$ cat src/rtl/jtopl_pkg.sv
`default_nettype none
// +-----------------------------------------------------------------------+
// | jtopl_pkg: slot/channel geometry and slot-to-operator decode helpers    |
// | Rev 1.0                                                               |
// +-----------------------------------------------------------------------+
package jtopl_pkg;

  localparam int SLOTS     = 18;
  localparam int CHANNELS  = 9;
  localparam int SLOT_W    = 5;
  localparam int CH_W      = 4;
  localparam int VIB_CNT_W = 3;

  typedef enum logic {
    OP_MOD = 1'b0,
    OP_CAR = 1'b1
  } op_e;

  typedef struct packed {
    logic [CH_W-1:0] ch;
    op_e             op;
  } slot_info_t;

  // Slots come in groups of six: three modulators then the three matching carriers.
  function automatic slot_info_t slot_decode(input logic [SLOT_W-1:0] s);
    slot_info_t   info;
    logic [SLOT_W-1:0] g;
    logic [SLOT_W-1:0] r;
    logic [SLOT_W-1:0] rm;
    g       = s / 5'd6;
    r       = s % 5'd6;
    rm      = (r >= 5'd3) ? (r - 5'd3) : r;
    info.op = (r >= 5'd3) ? OP_CAR : OP_MOD;
    info.ch = CH_W'(g * 5'd3 + rm);
    return info;
  endfunction

endpackage
`default_nettype wire

$ cat src/rtl/jtopl_slot_dec.sv
`default_nettype none
// +-----------------------------------------------------------------------+
// | jtopl_slot_dec: slot index -> one-hot slot, channel and operator        |
// | Rev 1.0                                                               |
// +-----------------------------------------------------------------------+
module jtopl_slot_dec
  import jtopl_pkg::*;
(
  input  logic [SLOT_W-1:0] i_s,
  output logic [SLOTS-1:0]  o_slot,
  output logic [CH_W-1:0]   o_ch,
  output logic              o_op
);

  slot_info_t w_info;

  always_comb begin
    w_info = slot_decode(i_s);
    o_slot = SLOTS'(1) << i_s;
    o_ch   = w_info.ch;
    o_op   = w_info.op;
  end

endmodule
`default_nettype wire

$ cat src/rtl/jtopl_slot_seq.sv
`default_nettype none
// +-----------------------------------------------------------------------+
// | jtopl_slot_seq: operator-rate enable, 18-slot rotation, key-on phase   |
// | resets and vibrato step counter. Rev 1.0                              |
// +-----------------------------------------------------------------------+
module jtopl_slot_seq
  import jtopl_pkg::*;
#(
  parameter int DIV   = 4,
  parameter int VIB_W = 10
) (
  input  logic                 clk,
  input  logic                 rst,
  input  logic                 cen,
  input  logic [CHANNELS-1:0]  keyon,
  output logic                 cenop,
  output logic [SLOTS-1:0]     slot,
  output logic [CH_W-1:0]      ch,
  output logic                 op,
  output logic                 zero,
  output logic                 pg_rst,
  output logic [VIB_CNT_W-1:0] vib_cnt
);

  localparam logic [3:0]        c_DIV_LAST  = 4'(DIV - 1);
  localparam logic [SLOT_W-1:0] c_SLOT_LAST = SLOT_W'(SLOTS - 1);

  logic [3:0]           r_div;
  logic [SLOT_W-1:0]    r_s;
  logic [CHANNELS-1:0]  r_kon;
  logic [VIB_W-1:0]     r_smp;
  logic [VIB_CNT_W-1:0] r_vib;
  logic                 r_cenop;
  logic [SLOTS-1:0]     r_slot;
  logic [CH_W-1:0]      r_ch;
  logic                 r_op;
  logic                 r_zero;
  logic                 r_pg_rst;

  logic                 w_tick;
  logic                 w_wrap;
  logic [SLOT_W-1:0]    w_s_next;
  logic [SLOTS-1:0]     w_slot;
  logic [CH_W-1:0]      w_ch;
  logic                 w_op;
  logic                 w_kon_cur;
  logic                 w_kon_old;

  assign w_tick    = cen & (r_div == c_DIV_LAST);
  assign w_wrap    = (r_s == c_SLOT_LAST);
  assign w_s_next  = w_wrap ? '0 : (r_s + 5'd1);
  assign w_kon_cur = keyon[w_ch];
  assign w_kon_old = r_kon[w_ch];

  // Decode the slot being entered so every output moves on the cenop clk.
  jtopl_slot_dec u_dec (
    .i_s    (w_s_next),
    .o_slot (w_slot),
    .o_ch   (w_ch),
    .o_op   (w_op)
  );

  always_ff @(posedge clk) begin
    if (rst) begin
      r_div    <= '0;
      r_s      <= '0;
      r_kon    <= '0;
      r_smp    <= '0;
      r_vib    <= '0;
      r_cenop  <= 1'b0;
      r_slot   <= SLOTS'(1);
      r_ch     <= '0;
      r_op     <= 1'b0;
      r_zero   <= 1'b1;
      r_pg_rst <= 1'b0;
    end else begin
      r_cenop <= w_tick;
      if (cen) begin
        r_div <= (r_div == c_DIV_LAST) ? 4'd0 : (r_div + 4'd1);
      end
      if (w_tick) begin
        r_s      <= w_s_next;
        r_slot   <= w_slot;
        r_ch     <= w_ch;
        r_op     <= w_op;
        r_zero   <= (w_s_next == '0);
        r_pg_rst <= w_kon_cur & ~w_kon_old;
        // History only advances at the carrier, so the modulator sees the edge too.
        if (w_op) begin
          r_kon[w_ch] <= w_kon_cur;
        end
        if (w_wrap) begin
          r_smp <= r_smp + VIB_W'(1);
          if (&r_smp) begin
            r_vib <= r_vib + 3'd1;
          end
        end
      end
    end
  end

  assign cenop   = r_cenop;
  assign slot    = r_slot;
  assign ch      = r_ch;
  assign op      = r_op;
  assign zero    = r_zero;
  assign pg_rst  = r_pg_rst;
  assign vib_cnt = r_vib;

endmodule
`default_nettype wire

$ cat config.mk
export PLATFORM = sky130hd
export DESIGN_NAME = jtopl_slot_seq
export DESIGN_NICKNAME = d
export VERILOG_FILES = /design/src/rtl/jtopl_pkg.sv /design/src/rtl/jtopl_slot_dec.sv /design/src/rtl/jtopl_slot_seq.sv
export SDC_FILE = /design/constraint.sdc
export NUM_CORES = 1
export LEC_CHECK = 0
export CORE_UTILIZATION = 40
export DETAILED_ROUTE_END_ITERATION = 8
export SLEW_MARGIN = 40
export SYNTH_ARGS = -nofsm -noshare
export SYNTH_HDL_FRONTEND = slang
export SYNTH_SLANG_ARGS = --single-unit
$ cat constraint.sdc
create_clock -name clk -period 10.55 [get_ports clk]
set_input_delay 2.6375 -clock clk [delete_from_list [all_inputs] [get_ports clk]]
set_output_delay 2.6375 -clock clk [all_outputs]
set_load 0.05 [all_outputs]
==> qor_table.md, run 1 <==
| Quantity | This run |
|:---|:---|
| Largest vdd supply drop | 0.0000944 V |
| Max Root-Sink Buffers | 2 |
| Worst setup path category | reg2reg |
| Number of placed I/O pins | 41 |
| Final Hold Slack | 0.444 ns |
| TNS Setup | 0 ns |
| Total vias in the final route | 2357 |
| Detailed-route vias per instance | 5.00 |
| Overall power of the completed layout | 460 uW |
| Final antenna-violating net count | 0 |
| Yosys warnings | 0 |
| Final-stage net count | 393 |
| Global-route congestion overflow total | 0 |
| Filler Cells Inserted | 732 |
| Cell at the root of the clock tree | sky130_fd_sc_hd__clkbuf_8 |
| Portion of total power attributed to the clock network | 0.459 |
| Die Ht | 88.7 um |
| PwrDens | 125 nW/um^2 |
| Clock network latency to the later pin of the worst-skew pair | 0.34 ns |
| Wire length of the first global-routing pass | 10200 um |
| Critical path launch point type | flip-flop |
| Minimum clock period | 6.56 ns |
| TritonRoute pass-1 iters | 4 |
| Hold Vio Cnt, Final | 0 |
| Cell count of the worst reg-to-reg path | 27 |
| Fraction of layout cells with a size suffix above 1 | 0.108 |
| CP endpoint | r_kon[6] |
| Max-capacitance violation count | 0 |
| Main area contributors after synthesis | sky130_fd_sc_hd__dfxtp_1, sky130_fd_sc_hd__nor2_1, sky130_fd_sc_hd__mux2i_1 |
| Antenna violations before repair | 0 |
| Number of placement rows | 31 |
| CTS Hold Bufs | 0 |
| Share of the synthesized area in the top cell type | 0.379 |
| H-Tree Level Count | 3 |
| Syn avg cell area | 9.14 um^2 |
| Worst path arrival time | 6.81 ns |
| Largest net degree at the start of global routing | 49 |
| Worst slew margin | 0.531 |
| Fmax | 152 MHz |
| Clock buffers created by TritonCTS | 9 |
| CORE AREA | 7250 um^2 |
| Setup Skew | 0.0129 ns |
| Post-synth EDFFs | 0 |
| Initial standard-cell utilization of the core | 0.415 |
| Setup fix buffers added after clock tree synthesis | 0 |
| Global-route usage over all layers | 0.172 |
| Pint | 352 uW |
| Power share of the sequential group | 0.474 |
| Portion of the post-synthesis area used by sequential elements | 0.379 |
| Unique masters post-synth | 52 |
| Most used flip-flop cell after synthesis | sky130_fd_sc_hd__dfxtp_1 |
| DIE AREA | 7870 um^2 |
| Final setup violation count | 0 |
| Period utilisation layout | 0.622 |
| Number of inserted diodes | 0 |
| DRT iter0 DRCs | 93 |
| Leakage power of the design | 1.34 nW |
| DRC violation count after routing | 0 |
| Number of nets in the synthesized netlist | 355 |
| Number of standard cells after synthesis | 329 |
| Port buffer count | 40 |
| Die outline width | 88.7 um |
| Number of synthesized register bits | 57 |
| Result of the run | finished, final reports clean |
| Worst flop-to-flop path endpoint | r_kon[6] |
| Required time worst endpoint | 10.80 ns |
| Setup repair after global routing missed its margin | false |
| Wirelength per Cell | 13.3 um |
| Post-synth top area cell | sky130_fd_sc_hd__dfxtp_1 |
| Hold Path Class | reg2reg |
| PostCTS Resize Cnt | 0 |
| Vias in the first global route | 2222 |
| Area added between synthesis and finish | 22.5% |
| Switching power share of the total | 0.234 |
| Net Switching | 108 uW |
| Launch point of the worst path | r_s[0] |
| Total wirelength of the detailed-routed design | 6260 um |
| Clock-pin slew of the registers on the worst-case setup and hold paths | 0.07 ns |
| Actual transition at the worst max-transition pin | 0.696 ns |
| Last weighted congestion value of the routability-driven placer | 0.777 |
| Reg2Reg Setup Slack | 3.99 ns |
| Async S/R FF share, synth | 0 |
| Number of clock sinks seen by CTS | 57 |
| Final slew viol count | 0 |
| Dpl hpwl | 4370 um |
| Cell area after synthesis | 3010 um^2 |
| Reg-to-Reg Start | r_s[0] |
| Highest fanout seen on the critical path | 10 |
| Capturing element type of the critical path | flip-flop |
| Clock tree from TritonCTS | done |
| Final core occ | 0.508 |
| Combinational share of power | 0.066 |
[logic make-up (layout without fill, tap and decap cells)]
logic type | after synthesis | count (layout) | synth area share
multiplexers | 20 | 20 | 0.0832
flip-flops | 57 | 57 | 0.379
adder cells (fa/ha/maj) | 14 | 14 | 0.0632
XOR/XNOR | 23 | 23 | 0.0670
buffers and inverters | 25 | 68 | 0.0383
AO/OA/AOI/OAI | 52 | 52 | 0.128
AND/OR/NAND/NOR | 138 | 138 | 0.241
[area by class of cell]
| class | count | area, um^2 | area share |
|---|---|---|---|
| Clock buffer | 12 | 155 | 0.0421 |
| Clock inverter | 4 | 51.3 | 0.0139 |
| Inverter | 8 | 30.0 | 0.00815 |
| Multi-Input combinational cell | 247 | 1750 | 0.476 |
| Sequential cell | 57 | 1140 | 0.310 |
| Tap cell | 99 | 124 | 0.0336 |
| Timing Repair Buffer | 44 | 430 | 0.117 |
[flip-flops by register name (all words and copies together) (netlist names)]
name and cells:
zero 1, slot 18, r_s 5, vib_cnt 3
op 1, r_smp 10, cenop 1, r_div 4
ch 4, r_kon 9, pg_rst 1
[per-stage QoR]
stage | std cells | instance area [um^2] | setup slack (ns)
floorplan | 329 | 3010 | 4.45
global placement | 454 | 3470 | 3.87
detailed placement | 454 | 3470 | 3.62
CTS | 470 | 3680 | 3.56
global route | 471 | 3690 | 3.38
finish | 471 | 3690 | 3.99
[layout by cell type (no fill, tap or decap), types with 2 or more instances in the layout]
cell type / count
sky130_fd_sc_hd__nand4_1: 4
sky130_fd_sc_hd__o21ai_0: 6
sky130_fd_sc_hd__xor2_1: 14
sky130_fd_sc_hd__or3_1: 2
sky130_fd_sc_hd__nor4bb_1: 2
sky130_fd_sc_hd__ha_1: 12
sky130_fd_sc_hd__nor3_1: 12
sky130_fd_sc_hd__dfxtp_1: 57
sky130_fd_sc_hd__clkdlybuf4s50_1: 40
sky130_fd_sc_hd__inv_1: 7
sky130_fd_sc_hd__fa_1: 2
sky130_fd_sc_hd__xnor2_1: 9
sky130_fd_sc_hd__and3_1: 3
sky130_fd_sc_hd__or2_2: 3
sky130_fd_sc_hd__nor3b_1: 4
sky130_fd_sc_hd__a21oi_1: 17
sky130_fd_sc_hd__or3_4: 2
sky130_fd_sc_hd__o31ai_1: 3
sky130_fd_sc_hd__nor2_1: 42
sky130_fd_sc_hd__nand2_1: 36
sky130_fd_sc_hd__nand3_1: 6
sky130_fd_sc_hd__mux2i_1: 16
sky130_fd_sc_hd__clkbuf_8: 11
sky130_fd_sc_hd__mux4_2: 4
sky130_fd_sc_hd__a22o_1: 11
sky130_fd_sc_hd__a22oi_1: 4
sky130_fd_sc_hd__buf_4: 3
sky130_fd_sc_hd__and2_1: 2
sky130_fd_sc_hd__nand2b_1: 10
[worst min path at each step]
stage	from	endpoint	slack [ns]	cells past startpoint
final	slot[0]	slot[0]	0.44	2
after global routing	zero	zero	0.47	2
after CTS	slot[0]	slot[0]	0.45	2
after detailed placement	slot[0]	slot[0]	0.43	2
after global placement	slot[0]	slot[0]	0.44	2
after floorplan	r_kon[5]	r_kon[5]	0.45	2
[cell usage after synthesis (2+ instances only)]
cell type                  number
sky130_fd_sc_hd__fa_1           2
sky130_fd_sc_hd__o31ai_1        3
sky130_fd_sc_hd__a21oi_1       17
sky130_fd_sc_hd__nand4_1        4
sky130_fd_sc_hd__or3_1          2
sky130_fd_sc_hd__xnor2_1        9
sky130_fd_sc_hd__nand3_1        6
sky130_fd_sc_hd__nor2_1        43
sky130_fd_sc_hd__mux2i_1       16
sky130_fd_sc_hd__buf_1          2
sky130_fd_sc_hd__buf_6          2
sky130_fd_sc_hd__a22o_1        11
sky130_fd_sc_hd__inv_1          7
sky130_fd_sc_hd__mux4_2         4
sky130_fd_sc_hd__nor3b_1        4
sky130_fd_sc_hd__nand2_1       36
sky130_fd_sc_hd__clkbuf_1      10
sky130_fd_sc_hd__and2_1         2
sky130_fd_sc_hd__ha_1          12
sky130_fd_sc_hd__and3_1         3
sky130_fd_sc_hd__xor2_1        14
sky130_fd_sc_hd__nor3_1        12
sky130_fd_sc_hd__or3_4          2
sky130_fd_sc_hd__or2_2          3
sky130_fd_sc_hd__dfxtp_1       57
sky130_fd_sc_hd__buf_2          2
sky130_fd_sc_hd__a22oi_1        4
sky130_fd_sc_hd__o21ai_0        6
sky130_fd_sc_hd__nor4bb_1       2
sky130_fd_sc_hd__nand2b_1      10
[worst max-delay path, cell delays in order (launching register included)]
cell and delay, ns:
sky130_fd_sc_hd__dfxtp_1 0.45, sky130_fd_sc_hd__ha_1 0.25, sky130_fd_sc_hd__nand2b_1 0.09, sky130_fd_sc_hd__a21oi_1 0.33
sky130_fd_sc_hd__nor2_1 0.17, sky130_fd_sc_hd__nor2_1 0.23, sky130_fd_sc_hd__nand2_1 0.10, sky130_fd_sc_hd__ha_1 0.31
sky130_fd_sc_hd__o211ai_1 0.11, sky130_fd_sc_hd__o21ai_0 0.11, sky130_fd_sc_hd__ha_1 0.22, sky130_fd_sc_hd__inv_1 0.09
sky130_fd_sc_hd__o211ai_2 0.10, sky130_fd_sc_hd__or2_2 0.33, sky130_fd_sc_hd__nor2_1 0.09, sky130_fd_sc_hd__a21oi_1 0.06
sky130_fd_sc_hd__ha_1 0.24, sky130_fd_sc_hd__a2111oi_4 0.28, sky130_fd_sc_hd__mux2i_1 0.26, sky130_fd_sc_hd__fa_1 0.43
sky130_fd_sc_hd__inv_1 0.07, sky130_fd_sc_hd__ha_1 0.13, sky130_fd_sc_hd__inv_1 0.04, sky130_fd_sc_hd__fa_1 0.36
sky130_fd_sc_hd__xor2_1 0.56, sky130_fd_sc_hd__nor3b_1 0.43, sky130_fd_sc_hd__nor4bb_1 0.39, sky130_fd_sc_hd__mux2i_1 0.22
[power groups by stage]
stage | clock, mW | combinational [mW] | sequential [mW]
6_report | 0.211 | 0.0305 | 0.218
5_1_grt | 0.225 | 0.0333 | 0.218
4_1_cts | 0.217 | 0.0305 | 0.218
3_5_place_dp | 0 | 0.0306 | 0.223
3_3_place_gp | 0 | 0.0303 | 0.223
2_1_floorplan | 0 | 0.0201 | 0.224
[metal layers]
layer / GRT usage / vias up / share of wire
met1: 0.234 / 1095 / 0.51
met5: 0 / - / 0
met2: 0.255 / 23 / 0.45
met3: 0.0336 / 9 / 0.021
li1: - / 1230 / -
met4: 0.0938 / 0 / 0.019
Power figures use the tool's default switching activity.
==> inputs of run 2 (changes only) <==
clock period = 6.4 ns   (was 10.55 ns; I/O delays follow)
==> run 2 against run 1 <==
Worst hold slack improved by 0.011 ns. Via count up 3.9%. Flip-flop and latch count unchanged. Combinational power increased by 72%. Clock skew fell by 0.0025 ns. Critical path type unchanged. Largest cell class unchanged. Highest routed layer unchanged.
==> qor_table.md, run 2 (synthesized netlist as in run 1, its figures left out) <==
| Quantity | This run | Change |
|:---|:---|:---|
| Result of the run | finished, final reports clean |  |
| Worst slew margin | 0.616 | +0.0855 |
| TNS Setup | 0 ns | unchanged |
| Number of placed I/O pins | 41 | unchanged |
| CORE AREA | 7250 um^2 | unchanged |
| Multi-input combinational cell area | 1780 um^2 | +1.7% |
| Largest vdd supply drop | 0.000119 V | +27% |
| Clock tree from TritonCTS | done |  |
| Worst path arrival time | 6.12 ns | -0.69 ns |
| Clock network latency to the later pin of the worst-skew pair | 0.33 ns | about the same |
| Global-route congestion overflow total | 0 | unchanged |
| Clock buffers created by TritonCTS | 9 | unchanged |
| H-Tree Level Count | 3 | unchanged |
| Max stage delay on crit path | 0.43 ns | -0.13 ns |
| Worst-path cell with the longest stage delay | sky130_fd_sc_hd__fa_1 |  |
| Max-capacitance violation count | 0 | unchanged |
| Number of placement rows | 31 | unchanged |
| Actual transition at the worst max-transition pin | 0.575 ns | -0.121 ns |
| Clock-pin slew of the registers on the worst-case setup and hold paths | 0.07 ns | about the same |
| CTS Hold Bufs | 0 | unchanged |
| Kind of cell with the highest combined delay on the critical path | adder cells |  |
| Wire length of the first global-routing pass | 10400 um | +1.5% |
| Startpoint of the worst hold path | zero |  |
| Most common cell after layout, fill and taps aside | sky130_fd_sc_hd__dfxtp_1 |  |
| Period utilisation layout | 0.920 | +0.299 |
| Final-stage net count | 396 | +0.76% |
| Final core occ | 0.512 | +0.00379 |
| Final antenna-violating net count | 0 | unchanged |
| Die Ht | 88.7 um | unchanged |
| Global-route usage over all layers | 0.172 | +0.000421 |
| Vias in the first global route | 2200 | -0.99% |
| Launch point of the worst path | r_s[1] |  |
| Number of inserted diodes | 0 | unchanged |
| Dpl hpwl | 4440 um | +1.5% |
| DRC violation count after routing | 0 | unchanged |
| Filler Cells Inserted | 691 | -5.6% |
| Final worst slack | 0.510 ns | -3.48 ns |
| Cell at the root of the clock tree | sky130_fd_sc_hd__clkbuf_8 |  |
| Highest fanout seen on the critical path | 9 | -1 |
| Most frequent cells in the layout | sky130_fd_sc_hd__dfxtp_1, sky130_fd_sc_hd__nor2_1, sky130_fd_sc_hd__clkdlybuf4s50_1 |  |
| Final setup violation count | 0 | unchanged |
| Max Root-Sink Buffers | 2 | unchanged |
| Worst setup path category | reg2reg |  |
| Total wirelength of the detailed-routed design | 6350 um | +1.4% |
| Minimum clock period | 5.89 ns | -0.670 ns |
| Hold Path Class | reg2reg |  |
| Detailed-route vias per instance | 5.17 | +3.2% |
| Antenna violations before repair | 0 | unchanged |
| Fmax | 170 MHz | +11% |
| Setup fix buffers added after clock tree synthesis | 0 | unchanged |
| Wirelength per Cell | 13.4 um | +0.76% |
| Setup Skew | 0.0104 ns | -0.00253 ns |
| Area added between synthesis and finish | 23.5% |  |
| Worst slack after detailed placement | 0.297 ns | -3.33 ns |
| Port buffer count | 40 | unchanged |
| Fraction of layout cells with a size suffix above 1 | 0.136 | +0.0285 |
| Flip-flop count of the largest register after layout | 18 | unchanged |
| Die outline width | 88.7 um | unchanged |
| Buffer and inverter count on the worst path | 5 | +2 |
| Initial standard-cell utilization of the core | 0.415 | unchanged |
| Critical path launch point type | flip-flop |  |
| Hold Vio Cnt, Final | 0 | unchanged |
| Reg-to-Reg Start | r_s[1] |  |
| Last weighted congestion value of the routability-driven placer | 0.819 | +5.4% |
| PwrDens | 193 nW/um^2 | +55% |
| Capturing element type of the critical path | flip-flop |  |
| Largest net degree at the start of global routing | 48 | -2.0% |
| Required time worst endpoint | 6.63 ns | -4.17 ns |
| Leakage power of the design | 1.34 nW | -0.47% |
| Setup repair after global routing missed its margin | false |  |
| Reg area | 1140 um^2 | +0.11% |
| Final slew viol count | 0 | unchanged |
| TritonRoute pass-1 iters | 4 | unchanged |
| Number of clock sinks seen by CTS | 57 | unchanged |
| DRT iter0 DRCs | 93 | unchanged |
| DIE AREA | 7870 um^2 | unchanged |
| CP most frequent cell | sky130_fd_sc_hd__ha_1 |  |
| Total vias in the final route | 2449 | +3.9% |
-- run 2: where the power goes --
part / switching (mW) / internal (mW)
clock network: 0.155 / 0.151
logic: 0.0293 / 0.0232
registers: 0.00224 / 0.357
-- run 2: final cells by class --
cell class | count | area share
clock buffer | 10 | 0.0371
clock inverter | 6 | 0.0115
inverter | 8 | 0.00809
multi-input combinational | 247 | 0.480
sequential | 57 | 0.308
tap | 99 | 0.0334
timing repair buffer | 47 | 0.122
-- run 2: per-stage QoR --
stage	hold slack, ns	power, mW	instances	instance area, um^2
finish	0.455	0.718	474	3710
global route	0.478	0.749	474	3710
CTS	0.464	0.724	474	3680
detailed placement	0.451	0.419	458	3500
global placement	0.440	0.419	458	3500
floorplan	0.446	0.403	329	3010
-- run 2: tightest hold or removal path, cell delays in order (launching register included) --
cell	delay (ns)
sky130_fd_sc_hd__dfxtp_1	0.32
sky130_fd_sc_hd__nand2_1	0.05
sky130_fd_sc_hd__nand2_1	0.04
-- run 2: path summary, 6_finish.rpt --
kind	to	slack, ns	depth (start not counted)
max	r_kon[4]	0.51	31
min reg2reg	zero	0.46	2
min	zero	0.46	2
max reg2reg	r_kon[4]	0.51	31
-- run 2: what timing repair did --
| item | in CTS | in global routing |
|---|---|---|
| hold endpoints to repair | 0 | 0 |
| endpoints found under the setup margin | 0 | 10 |
| resized for setup | 0 | 8 |
-- run 2: per-layer routing --
layer  vias up  GRT usage  part of all wire
li1       1235          -                 -
met5         -          0                 0
met3        13     0.0382             0.033
met4         0     0.0733             0.020
met1      1154      0.239              0.49
met2        47      0.257              0.46
==> inputs of run 3 (changes only) <==
CORE_ASPECT_RATIO = 0.9   (was unset)
==> run 3 against run 2 <==
Setup slack better by 0.048 ns. Via count down 0.24%. Final cell count down 1.5%. Worst hold slack worse by 0.010 ns. Largest cell class unchanged.
==> qor_table.md, run 3 (synthesized netlist as in run 1, its figures left out) <==
| Quantity | This run | Change |
|:---|:---|:---|
| Result of the run | finished, final reports clean |  |
| Clock tree from TritonCTS | done |  |
| Capturing element type of the critical path | flip-flop |  |
| DRC violation count after routing | 0 | unchanged |
| Actual transition at the worst max-transition pin | 0.726 ns | +0.151 ns |
| Largest vdd supply drop | 0.000130 V | +9.0% |
| H-Tree Level Count | 3 | unchanged |
| Wirelength per Cell | 13.9 um | +4.0% |
| Max Root-Sink Buffers | 2 | unchanged |
| Worst path arrival time | 6.09 ns | -0.03 ns |
| TNS Setup | 0 ns | unchanged |
| Kind of cell with the highest combined delay on the critical path | adder cells |  |
| Global-route usage over all layers | 0.182 | +0.00963 |
| Hold Vio Cnt, Final | 0 | unchanged |
| Fmax | 171 MHz | +0.82% |
| Required time worst endpoint | 6.65 ns | +0.02 ns |
| Worst flop-to-flop path endpoint | r_kon[4] |  |
| Worst Hold Path EP | zero |  |
| Total vias in the final route | 2443 | -0.24% |
| Final-stage net count | 395 | -0.25% |
| Detailed-route vias per instance | 5.23 | +1.3% |
| Combinational share of power | 0.064 | -0.009 |
| Highest fanout seen on the critical path | 9 | unchanged |
| Worst slew margin | 0.511 | -0.105 |
| Final Hold Slack | 0.445 ns | -0.0103 ns |
| Reg2Reg Setup Slack | 0.56 ns | +0.05 ns |
| Number of placement rows | 29 | -6.5% |
| Leakage power of the design | 1.36 nW | +2.0% |
| Period utilisation layout | 0.913 | -0.00748 |
| Pint | 638 uW | +20% |
| Reg-to-Reg Start | r_s[1] |  |
| Wire length of the first global-routing pass | 11300 um | +9.3% |
| DRT iter0 DRCs | 147 | +58% |
| Initial standard-cell utilization of the core | 0.421 | +0.00610 |
| Most frequent cells in the layout | sky130_fd_sc_hd__dfxtp_1, sky130_fd_sc_hd__nor2_1, sky130_fd_sc_hd__clkdlybuf4s50_1 |  |
| Worst setup path category | reg2reg |  |
| Last weighted congestion value of the routability-driven placer | 0.817 | -0.17% |
| Dpl hpwl | 4570 um | +3.1% |
| Total wirelength of the detailed-routed design | 6500 um | +2.5% |
| Area added between synthesis and finish | 24.7% |  |
| Vias in the first global route | 2395 | +8.9% |
| Final antenna-violating net count | 0 | unchanged |
| Fraction of layout cells with a size suffix above 1 | 0.128 | -0.00766 |
| Setup Skew | 0.00414 ns | -0.00627 ns |
| Power share of the sequential group | 0.442 | -0.058 |
| Worst-path cell with the longest stage delay | sky130_fd_sc_hd__fa_1 |  |
| Number of placed I/O pins | 41 | unchanged |
| Max-capacitance violation count | 0 | unchanged |
| Final core occ | 0.525 | +0.0126 |
| CORE AREA | 7150 um^2 | -1.4% |
| Hold Path Cell Cnt | 2 | unchanged |
| Cell count of the worst reg-to-reg path | 31 | unchanged |
| CTS Hold Bufs | 0 | unchanged |
| Die Ht | 84.3 um | -5.0% |
| Hold Path Class | reg2reg |  |
| Cell at the root of the clock tree | sky130_fd_sc_hd__clkbuf_8 |  |
| PwrDens | 217 nW/um^2 | +12% |
| Number of inserted diodes | 0 | unchanged |
| Port buffer count | 40 | unchanged |
| Net Switching | 175 uW | -6.2% |
| Global-route congestion overflow total | 0 | unchanged |
| Critical path launch point type | flip-flop |  |
| Buffer and inverter count on the worst path | 5 | unchanged |
| Most common cell after layout, fill and taps aside | sky130_fd_sc_hd__dfxtp_1 |  |
| Number of clock sinks seen by CTS | 57 | unchanged |
| Die outline width | 93.4 um | +5.3% |
| DIE AREA | 7870 um^2 | about the same |
| Max stage delay on crit path | 0.43 ns | about the same |
| Setup repair after global routing missed its margin | false |  |
| Final cell count without fillers | 467 | -1.5% |
| TritonRoute pass-1 iters | 4 | unchanged |
| Clock-pin slew of the registers on the worst-case setup and hold paths | 0.07 ns | about the same |
| Flip-flop count of the largest register after layout | 18 | unchanged |
| Largest net degree at the start of global routing | 49 | +2.1% |
| Switching power share of the total | 0.215 | -0.0446 |
| Final setup violation count | 0 | unchanged |
| Antenna violations before repair | 0 | unchanged |
| Minimum clock period | 5.84 ns | -0.0479 ns |
| Clock buffers created by TritonCTS | 9 | unchanged |
| Final slew viol count | 0 | unchanged |
| Portion of total power attributed to the clock network | 0.494 | +0.067 |
| Clock network latency to the later pin of the worst-skew pair | 0.33 ns | about the same |
| Startpoint of the worst hold path | zero |  |
| Placed cell count | 451 | -1.5% |
## run 3: timing repair
item / in CTS / in global routing
gates resized for setup: 0 / 8
endpoints found under the setup margin: 0 / 10
buffers inserted: 0 / 0
## run 3: worst max-delay path by stage
stage,startpoint,endpoint,slack [ns],depth (start not counted)
after detailed placement,r_s[0],r_kon[4],0.19,30
after global placement,r_s[0],r_kon[4],0.46,30
after global routing,r_s[1],r_kon[4],0.08,31
after CTS,r_s[0],r_kon[4],0.17,30
final,r_s[1],r_kon[4],0.56,31
after floorplan,r_s[0],r_kon[5],0.30,29
## run 3: tightest hold or removal path: stages, from the launching register on
cell                      delay [ns]
sky130_fd_sc_hd__dfxtp_1        0.31
sky130_fd_sc_hd__nand2_1        0.05
sky130_fd_sc_hd__nand2_1        0.04
## run 3: cell type report
type                            instances  area [um^2]
Fill cell                             666         3400
Multi-Input combinational cell        247         1780
Sequential cell                        57         1140
Timing Repair Buffer                   46          445
Clock buffer                           11          131
Tap cell                               93          116
Clock inverter                          5          104
Inverter                                8         30.0
## run 3: power by group through the flow
stage / combinational, mW / sequential (mW) / clock (mW)
after floorplan: 0.0331 / 0.370 / 0
after global placement: 0.0509 / 0.367 / 0
after detailed placement: 0.0515 / 0.367 / 0
after CTS: 0.0516 / 0.359 / 0.411
after global routing: 0.0563 / 0.359 / 0.429
final: 0.0517 / 0.359 / 0.402
## run 3: routing by layer
| layer | part of all wire | wire length [um] | GRT usage |
|---|---|---|---|
| met1 | 0.50 | 3270 | 0.239 |
| met2 | 0.45 | 2960 | 0.288 |
| met3 | 0.032 | 205 | 0.0489 |
| met4 | 0.011 | 73 | 0.0615 |
| met5 | 0 | 0 | 0 |
## run 3: stage by stage
step	total power, mW	instance area, um^2	setup WS [ns]
finish	0.813	3750	0.557
detailed placement	0.419	3490	0.190
global route	0.844	3750	0.0793
CTS	0.822	3720	0.170
floorplan	0.403	3010	0.305
global placement	0.418	3480	0.458
